$ cat src/rtl/bit_serializer_pkg.sv
// Shared definitions for the serializer feeding the 1-1-0-1 sequence detector.
`ifndef BIT_SERIALIZER_CNT_W
`define BIT_SERIALIZER_CNT_W(w) (((w) <= 2) ? 1 : $clog2(w))
`endif

package bit_serializer_pkg;

    // Two-state serializer control: waiting for a word, or shifting one out.
    typedef enum logic {
        IDLE  = 1'b0,
        SHIFT = 1'b1
    } state_t;

    // Pattern recognised by the downstream detector.
    localparam logic [3:0] DETECT_PATTERN = 4'b1101;

    // Bit-counter width for a given word width; never narrower than one bit.
    function automatic int cnt_width(input int width);
        return `BIT_SERIALIZER_CNT_W(width);
    endfunction

endpackage

$ cat src/rtl/bit_serializer.sv
// Parallel-in/serial-out stage. A word accepted on load/ready is driven one
// bit per clock on w_out, first bit in the cycle after acceptance.
//
// Handshake: a word transfers on a rising edge where load && ready. ready is
// high in IDLE and during the last bit of a word, so a load presented in the
// last-bit cycle continues the stream with no gap. Loads while ready is low are
// dropped, and data_in is only sampled on a transfer.
module bit_serializer
    import bit_serializer_pkg::*;
#(
    parameter int WIDTH      = 8,
    parameter bit MSB_FIRST  = 1'b1,
    parameter bit IDLE_LEVEL = 1'b0
) (
    input  logic             clk,
    input  logic             reset_n,
    input  logic [WIDTH-1:0] data_in,
    input  logic             load,
    output logic             ready,
    output logic             w_out,
    output logic             bit_valid,
    output logic             done
);

    localparam int             CW       = cnt_width(WIDTH);
    localparam logic [CW-1:0]  CNT_LOAD = CW'(WIDTH - 1);

    state_t           state_q, state_d;
    logic [WIDTH-1:0] shreg_q, shreg_d;
    logic [CW-1:0]    cnt_q,   cnt_d;
    logic             w_q,     w_d;
    logic             bv_q,    bv_d;
    logic             last_bit;
    logic             accept;

    // The counter holds the number of bits still to follow the one on w_out.
    assign last_bit  = (state_q == SHIFT) && (cnt_q == '0);
    assign ready     = (state_q == IDLE) || last_bit;
    assign done      = last_bit;
    assign accept    = load && ready;
    assign w_out     = w_q;
    assign bit_valid = bv_q;

    // State, shift register, counter and registered serial outputs.
    always_ff @(posedge clk or negedge reset_n) begin
        if (!reset_n) begin
            state_q <= IDLE;
            shreg_q <= '0;
            cnt_q   <= '0;
            w_q     <= IDLE_LEVEL;
            bv_q    <= 1'b0;
        end else begin
            state_q <= state_d;
            shreg_q <= shreg_d;
            cnt_q   <= cnt_d;
            w_q     <= w_d;
            bv_q    <= bv_d;
        end
    end

    // Next-state logic: a new word wins over the end-of-word return to IDLE,
    // which in turn wins over a plain shift, so the counter never underflows.
    always_comb begin
        state_d = state_q;
        shreg_d = shreg_q;
        cnt_d   = cnt_q;
        w_d     = w_q;
        bv_d    = bv_q;
        if (accept) begin
            state_d = SHIFT;
            shreg_d = data_in;
            cnt_d   = CNT_LOAD;
            w_d     = MSB_FIRST ? data_in[WIDTH-1] : data_in[0];
            bv_d    = 1'b1;
        end else if (last_bit) begin
            state_d = IDLE;
            cnt_d   = '0;
            w_d     = IDLE_LEVEL;
            bv_d    = 1'b0;
        end else if (state_q == SHIFT) begin
            cnt_d = cnt_q - 1'b1;
            // shreg still holds the bit on w_out at its output end; present
            // the neighbour and shift it into that position.
            if (MSB_FIRST) begin
                w_d     = shreg_q[WIDTH-2];
                shreg_d = {shreg_q[WIDTH-2:0], 1'b0};
            end else begin
                w_d     = shreg_q[1];
                shreg_d = {1'b0, shreg_q[WIDTH-1:1]};
            end
        end
    end

endmodule
$ cat config.mk
export PLATFORM = sky130hd
export DESIGN_NAME = bit_serializer
export DESIGN_NICKNAME = d
export VERILOG_FILES = /design/src/rtl/bit_serializer_pkg.sv /design/src/rtl/bit_serializer.sv
export SDC_FILE = /design/constraint.sdc
export NUM_CORES = 1
export LEC_CHECK = 0
export ABC_AREA = 1
export CORE_UTILIZATION = 40
export DETAILED_ROUTE_END_ITERATION = 16
export GPL_TIMING_DRIVEN = 0
export PLACE_DENSITY_LB_ADDON = 0.05
export SLEW_MARGIN = 5
export SYNTH_ARGS = -nofsm -noshare
export SYNTH_HDL_FRONTEND = slang
export SYNTH_SLANG_ARGS = --single-unit
$ cat constraint.sdc
create_clock -name clk -period 1.6 [get_ports clk]
set_input_delay 0.32 -clock clk [delete_from_list [all_inputs] [get_ports clk]]
set_output_delay 0.32 -clock clk [all_outputs]
set_load 0.02 [all_outputs]
# --- Word level (Yosys, flattened, before mapping) ---
# Cells that the tools add are included.
# W data, S select, Z words.
classes:
  n_bitwise: 1
  reduce_logical: 8
  eq_ne: 1
  muxes: 11
  add_sub_neg: 1
op_table:
  columns: ["operator", "count"]
  rows:
  - ["$mux W7", 3]
  - ["$mux W3", 3]
  - ["$mux W1", 5]
  - ["$reduce_bool A2 Y1", 2]
  - ["$logic_not A3 Y1", 1]
  - ["$reduce_bool A3 Y1", 1]
  - ["$sub A3 B1 Y3 const B", 1]
  - ["$logic_and A1 B1 Y1", 2]
  - ["$ne A2 B1 Y1 const B", 1]
  - ["$reduce_and A2 Y1", 1]
  - ["$logic_or A1 B1 Y1", 1]
  - ["$not A1 Y1", 1]
totals:
  regBits: 12
  output_inout_bits: 4

# --- Depth between registers and ports, before layout ---
# Gate-level depths: netlist of the first run.
logic_depth:
  depth_word: 6
  ltp_mapped: 8
  ltp_nobuf: 8

# --- Least setup slack after synthesis of the first run ---
# OpenSTA, ideal clock, no wires.
synth_path:
  path_type: "register -> output"
  startpoint: "register cnt_q[0]"
  endpoint: "output done"
  setup_slack_ns: 0.245
  n_path_buf: 0
  arrival_time_ns: 1.035
  path_stages_with_launch: 5
  cell_sequence: "dfrtp_1 inv_1 ha_1 nand2_2 nor2_1"
synth_between:
  elab_chain_cells: 2
synth_lines:
  columns: ["item", "line", "text"]
  rows:
  - ["start, declared", "bit_serializer.sv:30", "logic [CW-1:0] cnt_q, cnt_d;"]
  - ["start signal, assigned", "bit_serializer.sv:55", "cnt_q <= cnt_d;"]
  - ["$logic_not A3 Y1", "bit_serializer.sv:37", "assign last_bit = (state_q == SHIFT) && (cnt_q == '0);"]
  - ["$logic_and A1 B1 Y1", "bit_serializer.sv:37", null]
  - ["end, declared", "bit_serializer.sv:22", "output logic done"]
# No other way between the ends.

# --- Worst setup path after layout of the first run ---
# Same ends and word-level chain as after synthesis.

==> out/results.txt, run 1 <==
In this run the worst hold path is classified as primary input to async pin. Detailed placement ended at an HPWL of 805.2 um. STA classifies the critical path endpoint as an output pin. In this run the clock root is driven by a sky130_fd_sc_hd__clkbuf_4.

After detailed routing, the wire length on met1 is 533 um. The average routed wire per standard cell is 11.44 um. TritonCTS built the clock tree. The detailed router finished its first iteration with 7 violations. The placeable core area came out at 1334 um^2. The clock reaches the later pin of the worst-skew pair after 270 ps. The horizontal extent of the die came out at 40.22 um.

Summed over its instances, the top area cell type makes up 51.39% of the synthesized netlist area. In this run, the clock network consumes 16.1% of the power. The row count was 13; the part of the Yosys area used for sequential elements was 51.39%. The tools report the cell area after synthesis as 584.3 um^2. The internal power of the cells totals 898.4 uW. In the routed layout, each cell is associated on average with a via count of 4.721. Once placement completed, the tool counted placed cells totaling 98. During synthesis, Yosys emitted a total of 0 warnings. The tools report the type of element launching the critical path as a register.

The reg-to-reg setup timing slack is 320 ps. The run gives 104 as the final cell count without fillers. At the pin with the least slew margin, the transition time is 581.4 ps. In this run the remaining antenna-violating nets after routing total 0.

Final hold analysis gives a worst-case slack of 411.2 ps. Category of the most critical setup path: register to output pin. In this run the worst path has a maximum fanout of 3. Timing analysis after detailed placement gives a worst setup slack of -260.6 ps. 0 antenna diodes ended up in the layout. For the headroom to the max-slew limit, the log shows 61.12%.

Walking the worst path, the cells encountered are inv_2, ha_4, nand2_4, nor2_2, buf_4. The number of global-route vias before repair was 414; the count of buffering cells on the critical path with inverters included was 2. The tree built by TritonCTS fans out to 12 sinks. Setup repair after global routing could not meet its margin everywhere. From synthesis to final layout, the design area changed by 39.83%. The post-route fraction of the period consumed by the critical path is 97.98%, and the maximum clock frequency is 637.9 MHz.

The longest clock path from root to sink contains 2 buffers. For this run, the share of the core covered by cells in the final layout is 61.26%. The final layout contains routed wiring with a total length of 1190 um. The commonest cells after synthesis are 28 x sky130_fd_sc_hd__nand2_1, 12 x sky130_fd_sc_hd__dfrtp_1, 8 x sky130_fd_sc_hd__nand3_1. The switching share of power works out to 40.70%. The initial antenna violation count is 0. After clock tree synthesis, the clock-pin slew on the worst setup and hold paths is 80 ps.

The synthesized design contains 0 enable-type register cells. The post-route minimum period works out to 1568 ps. During I/O placement, the number of pins put on the boundary was 15.

The number of nets in the layout is 103. Sequential cells account for 33.4% of the total power. For the number of endpoints with negative hold slack in the final report, the log shows 0.

For the number of maximum-capacitance violations, the log shows 0. The initial utilization of the core area, before any placement, comes to 43.81%. Among all flip-flop cells after synthesis, the most frequent one is sky130_fd_sc_hd__dfrtp_1. The tools report the worst endpoint required time as 1280 ps.

The run gives 15 as the distinct cell type count after synthesis. After synthesis, the share of flip-flops with an asynchronous set or reset is 100.0%. The die covers 1618 um^2. The count of TritonRoute iterations in the first routing pass is 2, and the worst-case clock skew is 4.093 ps.

The flow ran to the end, and the final reports show no timing, DRC or antenna violations. The first global-routing pass estimated 1690 um of wire. By area the synthesized netlist is led by sky130_fd_sc_hd__dfrtp_1 51%, sky130_fd_sc_hd__nand2_1 18%, sky130_fd_sc_hd__nand3_1 6.9%.

Counting flops and latches in the post-synthesis netlist gives 12. For the routed wire length on met2, the log shows 589 um. The most common cell in the synthesized netlist is sky130_fd_sc_hd__nand2_1. Topmost layer with routed signal wires: met4.

Number of nets produced by synthesis: 82. Count of H-tree levels built during CTS: 1. The switching power is 616.5 uW, and the via count is 491. The cell type with the highest aggregate area in the netlist was sky130_fd_sc_hd__dfrtp_1. Per report_power, the combinational group accounts for 50.4% of the total. The cell with the biggest individual delay on the critical path was sky130_fd_sc_hd__dfrtp_1. The ratio of cells with drive above 1 in the final layout came out at 22.47%. The synthesized netlist cell count is 69. Maximum number of pins on one net before global-route repair: 13. STA puts the critical path data arrival time at 1250 ps. The worst-case IR drop observed on VDD is 773.4 uV.

In this run, CTS created clock tree buffers numbering 3. The mean instance size in the synthesized netlist is 8.468 um^2, and the final setup slack of the worst path is 32.32 ps. The remaining design rule violation count was 0. The sum of overflow across all layers after global routing was 0; the met3 wire length was 54 um.

The post-route total power is 1.515 mW. Setup violations remaining at the end of the flow were counted as 0. The congestion estimate from routability-driven global placement came to 0.6522.

For this design the static power due to leakage is 0.4030 nW. The overall fraction of global-route tracks in use is 16.80%, and the vertical extent of the die is 40.22 um. The worst stage delay on the critical path was 410 ps. The category of cells accounting for the largest share of critical-path delay was flip-flops. Port buffering added 14 buffers. The final-report max-slew violation count was 0; the power density over the cells was 1854 nW/um^2.
-- placed cells by master (no fill, tap or decap), types with 2 or more instances in the layout --
cell,count
sky130_fd_sc_hd__buf_4,3
sky130_fd_sc_hd__clkbuf_4,3
sky130_fd_sc_hd__clkdlybuf4s50_1,11
sky130_fd_sc_hd__dfrtp_1,12
sky130_fd_sc_hd__inv_1,3
sky130_fd_sc_hd__inv_2,4
sky130_fd_sc_hd__nand2_1,28
sky130_fd_sc_hd__nand2_4,3
sky130_fd_sc_hd__nand3_1,8
sky130_fd_sc_hd__nor2_2,2
sky130_fd_sc_hd__o211ai_1,2
-- flip-flops by register name, indices dropped and copies added (netlist names) --
name / cells
w_out: 1
cnt_q: 3
bit_valid: 1
shreg_q: 7
-- worst register-to-register path: cells and delay by family, from the launching register on --
kind            cells  cell delay (ps)
flops               1              380
simple gates        3              280
compound gates      1              260
fa+ha+maj           1              180
buf+inv             1               60
-- worst paths after layout --
kind,end,depth (start not counted),start
max,done,5,cnt_q[0]
min,cnt_q[1],1,reset_n
max reg2reg,shreg_q[1],6,cnt_q[0]
min reg2reg,shreg_q[0],2,shreg_q[0]
max in group asynchronous,w_out,1,reset_n
min in group clk,shreg_q[0],2,shreg_q[0]
-- area by class of cell --
type                    instances  area (um^2)
flip-flops and latches         12        300.3
well taps                      15        18.77
repair buffers                 16        152.6
fillers                       131        516.7
clock buffers                   4        36.28
multi-input cells              49        274.0
inverters                       8        35.03
-- kinds of logic after synthesis --
| family | synth area share (%) |
|---|---|
| flops | 51.39 |
| fa+ha+maj | 4.282 |
| buf+inv | 5.997 |
| compound gates | 7.065 |
| simple gates | 31.26 |
-- through the flow --
step,setup TNS [ps],cell area [um^2]
global placement,-426.1,743.2
global route,-34.36,817.0
finish,0,817.0
floorplan,0,584.3
CTS,0,790.8
detailed placement,-455.0,743.2
-- per-layer routing --
metal  GRT usage [%]  up-vias
li1                -      255
met1           20.00      222
met2           26.61       12
met3           3.333        2
met4           12.50        0
met5               0        -
-- power groups by stage --
stage	Sequential (mW)	Clock [mW]	Combinational [mW]
after detailed placement	0.504	0	0.672
after global routing	0.524	0.264	0.848
after floorplan	0.513	0	0.442
after CTS	0.508	0.254	0.703
after global placement	0.500	0	0.657
final	0.506	0.245	0.764
-- timing repair --
action,in CTS,in global routing
pin swaps,1,2
endpoints found under the setup margin,3,2
gates resized for setup,16,3
buffers inserted,0,2
hold buffers,0,0
Power figures use the tool's default switching activity.
==> inputs of run 2 (changes only) <==
--- a/config.mk
+++ b/config.mk
@@ -10,6 +10,7 @@
 export DETAILED_ROUTE_END_ITERATION = 16
 export GPL_TIMING_DRIVEN = 0
 export PLACE_DENSITY_LB_ADDON = 0.05
+export SKIP_CTS_REPAIR_TIMING = 1
 export SLEW_MARGIN = 5
 export SYNTH_ARGS = -nofsm -noshare
 export SYNTH_HDL_FRONTEND = slang
==> out/results.txt, run 2 (synthesis results as in run 1) <==
The flow ran to the end, and the final reports show no timing, DRC or antenna violations. The run gives 0 (unchanged) as the initial antenna violation count. The starting density of the core was 43.81% (unchanged). The total of endpoints with negative setup slack in the final report is 0 (unchanged). Among all stages on the critical path, the largest delay is contributed by sky130_fd_sc_hd__dfrtp_1. The maximum net fanout on the critical path works out to 3 (unchanged). The number of endpoints with negative hold slack in the final report was 0 (unchanged).

For the number of sinks handled by clock tree synthesis, the log shows 12 (unchanged). The worst setup path is captured at an output pin. The remaining design rule violation count came out at 0 (unchanged). The final-report max-slew violation count is 0 (unchanged).

The slew at the pin closest to its max-slew limit was 581.3 ps (-0.05215 ps). The number of nets in the layout is 103 (unchanged). The final weighted congestion in routability-driven placement is 0.6522 (unchanged), and the number of global-route vias before repair is 414 (unchanged). The post-route total power was 1.507 mW (-0.55%).

The number of port buffers is 14 (unchanged). The run gives 15 (unchanged) as the I/O pin count. Horizontal extent of the die: 40.22 um (unchanged). Leaving out fill and tap cells, the most frequent cells in the layout are 28 x sky130_fd_sc_hd__nand2_1, 12 x sky130_fd_sc_hd__dfrtp_1, 11 x sky130_fd_sc_hd__clkdlybuf4s50_1.

The tools report the row count as 13 (unchanged). The min-delay analysis places its worst path in the category primary input to async pin. The average routed wire per standard cell works out to 11.46 um (+0.17%). The run gives 61.26% (unchanged) as the core occupancy in the finished layout.

The sum of overflow across all layers after global routing was 0 (unchanged); the insertion delay to the later sink of the worst-skew pair was 270 ps (about the same). The count of TritonRoute iterations in the first routing pass is 2 (unchanged). TritonCTS built the clock tree. The TritonCTS buffer count is 3 (unchanged). The ratio of cells with drive above 1 in the final layout came out at 22.47% (unchanged).

The worst-case clock skew was 4.093 ps (unchanged); the via count was 490 (-0.20%). The via density per instance came out at 4.712 (-0.20%). The largest registers in the layout are shreg_q x7, cnt_q x3.

The tools report the half-perimeter wire length after placement as 805.2 um (unchanged). The tools report the overall fraction of global-route tracks in use as 16.80% (unchanged). The number of maximum-capacitance violations came out at 0 (unchanged). The launching instance or port of the critical path was cnt_q[0].

The most common cell after layout, fill and taps aside is sky130_fd_sc_hd__nand2_1. The worst stage delay on the critical path came out at 410 ps (about the same). The first-pass GRT wire length came out at 1690 um (unchanged). The power density over the cells was 1844 nW/um^2 (-0.55%). The area of all placed cells without fillers is 817.0 um^2 (unchanged).

The tools report the final-layout setup total negative slack as 0 ps (unchanged). DRC violation total after the first TritonRoute iteration: 7 (unchanged). The maximum root-to-sink buffer count was 2 (unchanged). The maximum clock frequency was 642.3 MHz (+0.69%). Top register by number of flip-flops: shreg_q. The run gives 1 (unchanged) as the count of H-tree levels built during CTS. The run gives 0 (unchanged) as the number of antenna diodes.

The type of element launching the critical path was a register. The post-route fraction of the period consumed by the critical path came out at 97.31% (-0.67 points). By startpoint and endpoint, the worst setup path is classified as register to output pin.

The run gives 0 (unchanged) as the number of nets still failing antenna checks after routing. The worst register-to-register path begins at cnt_q[0]. The peak supply drop was 772.4 uV (-0.14%); the post-route minimum period was 1557 ps (-10.75 ps). The logs give 13 (unchanged) for the maximum number of pins on one net before global-route repair and 0.4051 nW (+0.53%) for the leakage power of the design. The signal on the critical path passes through inv_2, ha_4, nand2_4, nor2_2, buf_4. Placeable core area: 1334 um^2 (unchanged). The library cell used as clock root buffer is sky130_fd_sc_hd__clkbuf_4. The tools report the critical path data arrival time as 1240 ps (about the same). The run gives 1192 um (+0.17%) as the total wirelength of the detailed-routed design.

The post-place instance area was 743.2 um^2 (unchanged). The flip-flop count of the largest register after layout came out at 7 (unchanged). The die area is 1618 um^2 (unchanged).

Final cell count without fillers: 104 (unchanged). The vertical extent of the die is 40.22 um (unchanged), and the worst endpoint required time is 1280 ps (about the same). The logs give 98 (unchanged) for the number of instances in the placed design and 61.12% (about the same) for the headroom to the max-slew limit. The clock slew seen by the registers of the worst setup and hold paths was 80 ps (about the same). The area overhead of the layout relative to synthesis works out to 39.83% (unchanged).
==> run 2: changes by cell type in the layout (fill, tap and decap cells not counted) <==
cell                             delta
sky130_fd_sc_hd__dlygate4sd2_1      -1
sky130_fd_sc_hd__buf_6              -1
sky130_fd_sc_hd__buf_4              +1
sky130_fd_sc_hd__dlymetal6s2s_1     +1
==> run 2: worst max-delay path, delay by kind of cell (launching register included) <==
kind          cells  cell delay, ps
flops             1             410
buf+inv           2             220
simple gates      2             170
fa+ha+maj         1             160
==> run 2: final timing paths <==
path	endpoint	slack (ps)	depth (start not counted)
max	done	40	5
min	cnt_q[1]	410	1
max reg2reg	shreg_q[1]	320	6
min reg2reg	shreg_q[0]	480	2
max in group asynchronous	w_out	810	1
min in group clk	shreg_q[0]	480	2
==> run 2: where the power goes <==
part	internal [mW]	switching, mW
clock network	0.138	0.106
logic	0.327	0.428
registers	0.427	0.0792
total	0.893	0.614
==> run 2: through the flow <==
step,hold WS (ps),worst slack (ps)
floorplan,24.41,244.9
detailed placement,468.6,-260.6
global placement,457.5,-246.6
finish,411.1,43.08
CTS,415.9,-578.0
global route,452.7,-23.32
==> run 2: cell type report <==
cell class / instances / area (um^2)
clock buffers: 4 / 36.28
flip-flops and latches: 12 / 300.3
repair buffers: 16 / 152.6
inverters: 8 / 35.03
fillers: 131 / 516.7
well taps: 15 / 18.77
multi-input cells: 49 / 274.0
==> run 2: layer usage <==
layer	wire length [um]	vias to the layer above	GRT usage (%)
met1	536	221	20.00
li1	-	255	-
met2	590	12	26.61
met3	51	2	3.333
met4	12	0	12.50
met5	0	-	0
==> inputs of run 3 (changes only) <==
--- a/config.mk
+++ b/config.mk
@@ -6,7 +6,7 @@
 export NUM_CORES = 1
 export LEC_CHECK = 0
 export ABC_AREA = 1
-export CORE_UTILIZATION = 40
+export CORE_UTILIZATION = 45
 export DETAILED_ROUTE_END_ITERATION = 16
 export GPL_TIMING_DRIVEN = 0
 export PLACE_DENSITY_LB_ADDON = 0.05
==> out/results.txt, run 3 (synthesis results as in run 1) <==
The remaining design rule violation count is 0 (unchanged). The worst-case clock skew was 5.669 ps (+1.576 ps); the share of power burned in registers was 36.3% (+2.7 points). The category of the most critical setup path is register to output pin. The run gives 813.1 uW (-8.9%) as the internal power.

The leakage power of the design is 0.3843 nW (-5.1%), and the peak supply drop is 780.0 uV (+0.99%). The final weighted congestion in routability-driven placement is 0.6498 (-0.37%), and the maximum clock frequency is 645.3 MHz (+0.47%). Tracing the worst setup path back leads to its startpoint at cnt_q[0]. The run gives 406 (-1.9%) as the number of global-route vias before repair. The largest registers in the layout are shreg_q x7, cnt_q x3.

For the half-perimeter wire length after placement, the log shows 694.8 um (-14%). The logs give 0 ps (unchanged) for the final-layout setup total negative slack and 4 (+2) for the count of TritonRoute iterations in the first routing pass. The library cell used as clock root buffer is sky130_fd_sc_hd__clkbuf_4. Routed metal-1 wire length: 462 um (-14%). For the routed wire length on met2, the log shows 457 um (-23%).

The topmost layer with routed signal wires was met4. The switching share of power works out to 41.24% (+0.49 points). Leaving out fill and tap cells, the most frequent cells in the layout are 28 x sky130_fd_sc_hd__nand2_1, 12 x sky130_fd_sc_hd__dfrtp_1, 11 x sky130_fd_sc_hd__clkdlybuf4s50_1. STA classifies the critical path startpoint as a register. The post-route fraction of the period consumed by the critical path came out at 96.85% (-0.46 points). The run gives 0 (unchanged) as the final-report max-slew violation count. Worst hold slack: 389.1 ps (-22.04 ps). The path category of the worst min-delay check was primary input to async pin. For the total of endpoints with negative setup slack in the final report, the log shows 0 (unchanged).

The maximum net fanout on the critical path was 5 (+2); the overall fraction of global-route tracks in use was 16.85% (+0.051 points). Post-route total power: 1.384 mW (-8.2%). The area of all placed cells without fillers came out at 783.3 um^2 (-4.1%). The placeable core area was 1156 um^2 (-13%); the area overhead of the layout relative to synthesis was 34.05%. The final cell count without fillers was 100 (-3.8%); the clock slew seen by the registers of the worst setup and hold paths was 70 ps (about the same).

Count of H-tree levels built during CTS: 1 (unchanged). TritonCTS built the clock tree. The proportion of power drawn by combinational gates is 50.8% (+0.6 points). The via density per instance was 4.680 (-0.67%). The worst endpoint required time is 1280 ps (about the same), and the post-route minimum period is 1550 ps (-7.305 ps). The number of instances in the placed design is 97 (-1.0%). The total wirelength of the detailed-routed design came out at 973 um (-18%).

Number of nets still failing antenna checks after routing: 0 (unchanged). The sum of overflow across all layers after global routing is 0 (unchanged), and the slew at the pin closest to its max-slew limit is 505.9 ps (-75.36 ps). The tools report the endpoint of the worst-slack reg-to-reg timing path as shreg_q[3]. Top register by number of flip-flops: shreg_q. The library cell used most frequently in the layout, excluding fill and tap cells, is sky130_fd_sc_hd__nand2_1. The maximum number of pins on one net before global-route repair was 13 (unchanged). The tools report the kind of end point of the critical path as an output pin. The starting density of the core is 50.54% (+6.7 points), and the power density over the cells is 1767 nW/um^2 (-4.2%).

The first-pass GRT wire length was 1635 um (-3.3%). The origin of the critical flop-to-flop path is cnt_q[0]. The horizontal extent of the die was 38.04 um (-5.4%); the reg-to-reg setup timing slack was 340 ps (+20 ps). The logs give 1447 um^2 (-11%) for the die area and 95 (-27%) for the number of fillers in the final layout.

The I/O pin count was 15 (unchanged); the clock network fraction of total power was 12.9% (-3.3 points). Met3 wire length: 42 um (-18%). The critical path data arrival time came out at 1230 ps (about the same). The ratio of cells with drive above 1 in the final layout is 18.60% (-3.9 points), and the via count is 468 (-4.5%). The depth of the worst register-to-register path was 6 (unchanged). The number of nets in the layout was 101 (-1.9%).

Setup repair after global routing could not meet its margin everywhere. The post-place instance area is 742.0 um^2 (-0.17%). The insertion delay to the later sink of the worst-skew pair is 260 ps (about the same). The number of sinks handled by clock tree synthesis was 12 (unchanged); the number of port buffers was 14 (unchanged).

The flow ran to the end, and the final reports show no timing, DRC or antenna violations. The logs give 66.16% (+5.0 points) for the headroom to the max-slew limit and 12 (-1) for the row count. Capturing element of the worst setup path: ready. For the TritonCTS buffer count, the log shows 3 (unchanged). The flip-flop count of the largest register after layout was 7 (unchanged). The logs give 2 (unchanged) for the maximum root-to-sink buffer count and 0 (unchanged) for the number of maximum-capacitance violations. The vertical extent of the die was 38.04 um (-5.4%); the number of antenna diodes was 0 (unchanged). The DRC violation total after the first TritonRoute iteration is 7 (unchanged), and the number of endpoints with negative hold slack in the final report is 0 (unchanged).

Average routed wire per standard cell: 9.730 um (-15%). The initial antenna violation count was 0 (unchanged); the switching power was 570.6 uW (-7.1%).
## run 3: cell count changes in the layout (fill, tap and decap cells not counted)
| cell | previous run | this run |
|---|---|---|
| sky130_fd_sc_hd__buf_4 | 4 | 1 |
| sky130_fd_sc_hd__buf_6 | 0 | 1 |
| sky130_fd_sc_hd__clkbuf_8 | 1 | 0 |
| sky130_fd_sc_hd__nand2_2 | 0 | 1 |
| sky130_fd_sc_hd__nand2_4 | 3 | 2 |
| sky130_fd_sc_hd__nor2_1 | 1 | 2 |
| sky130_fd_sc_hd__nor2_2 | 2 | 1 |
## run 3: per-layer routing
metal,GRT usage [%],vias to the layer above
met1,22.61,201
met4,10.71,0
met3,3.488,2
met2,24.58,11
met5,0,-
li1,-,254
## run 3: power groups by stage
stage,combinational (mW),sequential (mW),clock [mW]
floorplan,0.442,0.513,0
global placement,0.657,0.497,0
detailed placement,0.663,0.498,0
CTS,0.665,0.494,0.179
global route,0.791,0.515,0.192
finish,0.703,0.503,0.178
## run 3: final cells by class
| type | instances | area, um^2 | share of cell area, % |
|---|---|---|---|
| multi-input combinational | 49 | 266.5 | 34.03 |
| sequential | 12 | 300.3 | 38.34 |
| inverter | 8 | 35.03 | 4.473 |
| timing repair buffer | 14 | 141.4 | 18.05 |
| tap | 14 | 17.52 | 2.236 |
| clock buffer | 3 | 22.52 | 2.875 |
## run 3: critical path, cell delays in order (launching register included)
cell and delay (ps):
sky130_fd_sc_hd__dfrtp_1 400, sky130_fd_sc_hd__inv_2 90, sky130_fd_sc_hd__ha_4 150, sky130_fd_sc_hd__nand2_2 80
sky130_fd_sc_hd__nand2_4 110, sky130_fd_sc_hd__buf_6 130
## run 3: how the worst min path moves through the flow
stage | from | end | slack, ps | cells after the start
after detailed placement | shreg_q[0] | shreg_q[0] | 460 | 2
after global routing | reset_n | shreg_q[3] | 450 | 1
after floorplan | reset_n | bit_valid | 20 | 0
final | reset_n | shreg_q[0] | 390 | 1
after global placement | shreg_q[0] | shreg_q[0] | 460 | 2
after CTS | reset_n | shreg_q[2] | 420 | 1
## run 3: metrics by stage
step | utilization [%] | setup WS [ps]
2_1_floorplan | - | 244.9
3_3_place_gp | 64.18 | -241.5
6_report | 67.75 | 50.38
4_1_cts | 66.13 | -540.4
3_5_place_dp | 64.18 | -245.7
5_1_grt | 67.75 | -11.68
==> variant 1 (settings of run 1) <==
The parameter `IDLE_LEVEL` goes from 1'b0 to 1'b1.
--- a/src/rtl/bit_serializer.sv
+++ b/src/rtl/bit_serializer.sv
@@ -11,5 +11,5 @@
     parameter int WIDTH      = 8,
     parameter bit MSB_FIRST  = 1'b1,
-    parameter bit IDLE_LEVEL = 1'b0
+    parameter bit IDLE_LEVEL = 1'b1
 ) (
     input  logic             clk,
Function: changed (a bounded check fails within 4 cycles, from zero or initial values and one cycle with reset_n low).
==> variant 1 against run 1 <==
The run now ends with DRC left; final area increased by 14%; non-clock buffer count increased by 7; critical path depth unchanged; sequential cell count unchanged; sequential power increased by 3%; area after synthesis increased by 17%; synthesized cell count increased by 5.8%; maximum frequency increased by 4.1%; routed wire length increased by 7.7%; power increased by 15%; setup slack improved by 0.062 ns; clock power decreased by 18%; largest power group unchanged.
==> variant 1: results (changes against run 1) <==
{| class="wikitable"
! Metric !! Value
|-
| Run status || finished, violations left
|-
| Violated checks || DRC
|-
| Non-clk buf share || 0.2197 (+0.03285)
|-
| Vias in the first global route || 491 (+19%)
|-
| Placer congestion estimate || 0.7278 (+12%)
|-
| Multi-input combinational gate total || 50 (+2.0%)
|-
| Compound-Gate Fraction of Synth Area || 0.03656 (-0.03410)
|-
| Sequential fraction of design power || 0.300 (-0.034)
|-
| First-pass GRT wire length || 2173 µm (+29%)
|-
| Worst setup skew after layout || 0.01485 ns (+0.01076 ns)
|-
| Buffers, non-clock || 23 (+7)
|-
| Count of unique library cells instantiated by Yosys || 18 (+3)
|-
| Seq cells || 12 (unchanged)
|-
| Slew at the pin closest to its max-slew limit || 0.5652 ns (-0.01614 ns)
|-
| Final design instance area without fill || 928.4 µm² (+14%)
|-
| Largest net degree at the start of global routing || 20 (+7)
|-
| Sequential element share of the synthesized area || 0.4406 (-0.07333)
|-
| Number of antenna repair diodes || 0 (unchanged)
|-
| Total net switching power || 0.0007213 W (+17%)
|-
| Instance area after placement || 844.6 µm² (+14%)
|-
| Count of input and output buffers || 14 (unchanged)
|-
| Routed vias/inst || 4.833 (+2.4%)
|-
| Routed length per placed instance || 11.25 µm (-1.7%)
|-
| Sequential cell area in the final layout || 301.5 µm² (+0.42%)
|-
| Worst path max stage delay || 0.39 ns (-0.02 ns)
|-
| Clock buf/inv share || 0.02830 (-0.01611)
|-
| Seq group || 0.000521 W (+3%)
|-
| P_leak || 0.4540 nW (+13%)
|-
| Number of nets in the layout || 112 (+8.7%)
|-
| Async SR Flop Fraction || 1.000 (unchanged)
|-
| Peak supply drop || 0.0007505 V (-3.0%)
|-
| Arrival time at the worst endpoint || 1.19 ns (-0.06 ns)
|-
| Post-synth top cells || sky130_fd_sc_hd__nand2_1, sky130_fd_sc_hd__nand3_1, sky130_fd_sc_hd__dfrtp_1
|-
| Violation count after the first detailed-route iteration || 6 (-1)
|-
| Number of fill cells || 150 (+15%)
|-
| Fraction of the mapped netlist area in adder cells || 0.03656 (-0.006263)
|-
| Top cells by area in the synthesized netlist || sky130_fd_sc_hd__dfrtp_1, sky130_fd_sc_hd__nand3_2, sky130_fd_sc_hd__nand2_1
|-
| Initial DRT Pass Iterations || 10 (+8)
|-
| Non-clock inverters || 9 (+1)
|-
| Ratio of cells with drive above 1 in the final layout || 0.3673 (+0.1426)
|-
| DRC errors left || 2 (+2)
|-
| Post-synth design cell area || 684.4 µm² (+17%)
|-
| Multi-input gate share of the layout cell area || 0.3666 (+0.03120)
|-
| Half-perimeter wire length after detailed placement || 875.3 µm (+8.7%)
|-
| Total global-route track usage || 0.1604 (-0.007642)
|}
## variant 1: cell types whose count changed after synthesis, sizes merged
cell,change
a21oi,-2
o21ai,-1
nand3b,+1
nand2,-10
dfrtp,-1
nand3,+14
nor2,-1
dfstp,+1
buf,+2
inv,+1
## variant 1: what timing repair did
item                       in CTS  in global routing
setup endpoints to repair       4                  2
gates resized for setup        14                  4
hold buffers                    0                  0
buffers inserted                1                  7
gates cloned                    0                  0
pin swaps                       0                  1
## variant 1: metrics by stage
step / setup slack, ns / setup TNS, ns / hold WS, ns / instances
floorplan: 0.2866 / 0 / 0.02441 / 73
global placement: -0.3737 / -0.5032 / 0.4573 / 103
detailed placement: -0.3713 / -0.5102 / 0.4644 / 103
CTS: -0.02947 / -0.02947 / 0.4183 / 107
global route: 0.03335 / 0 / 0.4245 / 114
finish: 0.09459 / 0 / 0.3978 / 114
## variant 1: path summary, 6_finish.rpt
path	start	end	slack (ns)	cells past startpoint
worst max-delay path	cnt_q[1]$_DFFE_PN0P_	done	0.09	5
worst min-delay path	reset_n	shreg_q[6]$_DFFE_PN0P_	0.40	1
worst max register to register	cnt_q[1]$_DFFE_PN0P_	cnt_q[2]$_DFFE_PN0P_	0.31	9
worst min register to register	shreg_q[0]$_DFFE_PN0P_	shreg_q[0]$_DFFE_PN0P_	0.48	2
max in group asynchronous	reset_n	w_out$_DFFE_PN1P_	0.81	1
min in group clk	shreg_q[0]$_DFFE_PN0P_	shreg_q[0]$_DFFE_PN0P_	0.48	2
## variant 1: layer usage
layer	global-route usage	vias up	routed length (µm)
met5	0	-	0
li1	-	288	-
met2	0.2364	10	593
met3	0.02500	2	51
met4	0.1125	0	9
met1	0.2154	251	627
